[config.mk]
export PLATFORM = sky130hd
export DESIGN_NAME = chk_table
export DESIGN_NICKNAME = d
export VERILOG_FILES = /design/src/rtl/chk_table.sv
export SDC_FILE = /design/constraint.sdc
export NUM_CORES = 2
export LEC_CHECK = 0
export CORE_MARGIN = 1.5
export CORE_UTILIZATION = 45
export DETAILED_ROUTE_END_ITERATION = 8
export PLACE_DENSITY = 0.73
export SYNTH_ARGS = -nofsm -noshare
export SYNTH_HDL_FRONTEND = slang
export SYNTH_SLANG_ARGS = --single-unit
[constraint.sdc]
create_clock -name clk -period 12.6 [get_ports clk]
set_clock_uncertainty 0.1 [all_clocks]
set_input_delay 1.89 -clock clk [delete_from_list [all_inputs] [get_ports clk]]
set_output_delay 1.89 -clock clk [all_outputs]
set_load 0.01 [all_outputs]
[src/rtl/chk_table.sv]
// rtl/chk_table.sv - expected-value/mask table, one synchronous write port, one asynchronous read port
module chk_table #(
  parameter int WIDTH = 32,
  parameter int DEPTH = 32,
  parameter int AW    = 5
) (
  input  logic             clk,
  input  logic             we,
  input  logic [AW-1:0]    waddr,
  input  logic [WIDTH-1:0] wdata,
  input  logic [WIDTH-1:0] wmask,
  input  logic [AW-1:0]    raddr,
  output logic [WIDTH-1:0] rdata,
  output logic [WIDTH-1:0] rmask
);

  // Contents are deliberately not reset; a run only reads entries the user loaded.
  logic [2*WIDTH-1:0] mem [DEPTH];

  always_ff @(posedge clk) begin
    if (we) mem[waddr] <= {wdata, wmask};
  end

  assign {rdata, rmask} = mem[raddr];

endmodule

==> metrics.yaml <==
arrival_ps: 5480
cts_tree: "built"
top_usage_layer: "met2"
endpoint: "rmask[10]"
final_max_slew_viol_count: 0
cts_resized: 0
fmax_mhz: 133.9
fillCellCount: 12912
grt_pass1_vias: 35532
path_class: "primary input to output pin"
final_common_cell: "edfxtp_1"
ys_warn_count: 0
muxShareOfSynthArea: 0.1902
die_x_microns: 418.5
io_buffers: 139
htree_levels: 4
ys_ff_latch: 2048
drc: 0
rows: 152
dpl.hpwl_microns: 88920
die_h_microns: 418.5
synth_flop_cell: "edfxtp_1"
grt_overflow: 0
grt_pass1_wl_microns: 258400
netlist_area_sq_mm: 0.07768
clk_path_buf_depth: 3
synth_fa_ha_area_frac: 0
layout_common_cells: "edfxtp_1 (2048), mux4_2 (602), clkbuf_16 (192)"
hold_viol_final: 0
crit_fanout: 115
grt.met3_usage: 0.04401
wirelength_microns: 182600
synth_fp_nets: 3109
crit_start: "raddr[0]"
ant_nets: 0
floorplan.initialDensity: 0.4528
min_path_type: "primary input to register"
power_w: 0.01384
relSlewSlack: 0.2265
avgRoutedWirePerCell_microns: 31.67
vias: 34916
grt_use_met2: 0.3363
rsz0062_at_grt: "false"
postCtsHoldBufs: 0
finalSetupViolCount: 0
synth-async-reset-ratio: 0
globalRouteMet1Util: 0.2865
netlist_instances: 3033
worst_pin_slew_ps: 1158
fin_crit_ps: 7466
tns_ps: 0
final_nets: 3364
synth_xor_area_frac: 0
vdd_drop_max_uv: 130.4
drv_cap: 0
dieArea_sq_mm: 0.1751
fin_util: 0.5137
top_regs: "mem: 2048 flops"
root_buffer: "clkbuf_16"
p_leak_nw: 26.88
grt_usage: 0.2090
regMostFlops: "mem"
p_per_area_mw_per_mm2: 157.0
period_share: 0.5925
core_sq_mm: 0.1715
viasPerCell: 6.057
synth_compound_area_frac: 0.004735
synth-simple-area-share: 0.003849
largest_reg_flops: 2048
post_cts_buffers: 0
drive_gt1_frac: 0.3075
syn_to_final_growth_pct: 13.44
synth_edf_count: 2048
drt-pass1-iter-count: 5
gp_congestion: 0.7308
seqCellArea_sq_mm: 0.06150
drt_iter0_markers: 4807
multi_input_area_sq_mm: 0.01568
avgSynthCellArea_sq_um: 25.61
cts_made_buffers: 191
crit_required_ps: 10610
grt_max_degree: 136
clk_pin_slew_ps: 60
cp-end-kind: "output pin"
seq_area_frac_synth: 0.7917
antenna_found_initial: 19
synth_top_family_by_area: "multiplexers"
cts.sinks: 2048
synth_cell_types: 30
ios: 140
whs_ps: 2229
status: "completed"
cp-start-kind: "primary input"
==> synthesized netlist by cell type, types with 2 or more instances <==
library cell,number,area (sq um)
mux2_2,74,833.3
and2_1,3,18.77
buf_6,3,33.78
mux2i_1,38,380.4
nand3b_1,5,37.54
nor2_1,41,153.9
edfxtp_1,2048,61500
nand3_1,2,10.01
a221oi_1,12,105.1
nor2b_1,4,25.02
o2bb2ai_1,3,26.28
o31a_1,3,26.28
o22ai_1,10,62.56
mux4_2,602,13560
a211oi_1,3,22.52
a22oi_1,3,22.52
buf_1,19,71.32
nand2b_1,2,12.51
o211ai_1,3,22.52
nand2_1,3,11.26
o221ai_1,3,26.28
clkbuf_1,55,206.5
buf_2,65,325.3
o21ai_0,9,45.04
or3b_2,2,17.52
buf_4,14,105.1
==> layout make-up <==
cell class | count | area share
clock inverters | 113 | 0.01109
diodes | 11 | 0.0003124
clock buffers | 236 | 0.05640
repair buffers | 218 | 0.02357
well taps | 2310 | 0.03280
multi-input cells | 828 | 0.1779
flip-flops and latches | 2048 | 0.6979
inverters | 1 | 0.00004259
==> per-layer routing <==
metal / part of all wire / wire length (microns)
met1: 0.38 / 69070
met2: 0.50 / 90850
met3: 0.096 / 17620
met4: 0.027 / 4934
met5: 0.00061 / 111
==> where the power goes <==
group          internal, W  total (W)  switching, W
Sequential         0.00758    0.00760     0.0000186
Combinational     0.000327   0.000715      0.000388
Clock              0.00303    0.00552       0.00250
==> cells by family after synthesis <==
family | count (synthesis)
compound gates | 50
buf+inv | 157
flops | 2048
mux | 714
simple gates | 64
==> critical path, stage by stage <==
cell and delay [ps]:
buf_8 590, buf_12 660, mux4_2 630, mux4_2 500
mux2_2 300, clkdlybuf4s50_1 480
==> worst min path at each step <==
stage	startpoint	cells past startpoint	to
after global placement	wdata[7]	1	mem[30][39]
after detailed placement	waddr[3]	3	mem[29][47]
after floorplan	wmask[0]	0	mem[0][0]
after global routing	waddr[3]	3	mem[29][33]
after CTS	waddr[3]	3	mem[29][40]
final	waddr[3]	3	mem[29][33]
==> per-stage QoR <==
| stage | instance area (sq um) | cells | setup slack, ps |
|---|---|---|---|
| 2_1_floorplan | 77680 | 3033 | 6788 |
| 3_3_place_gp | 82150 | 5405 | 5078 |
| 3_5_place_dp | 82150 | 5405 | 5073 |
| 4_1_cts | 88100 | 5754 | 5077 |
| 5_1_grt | 88110 | 5760 | 4889 |
| 6_report | 88120 | 5765 | 5134 |
No activity file was read; power rests on OpenSTA's default activity.
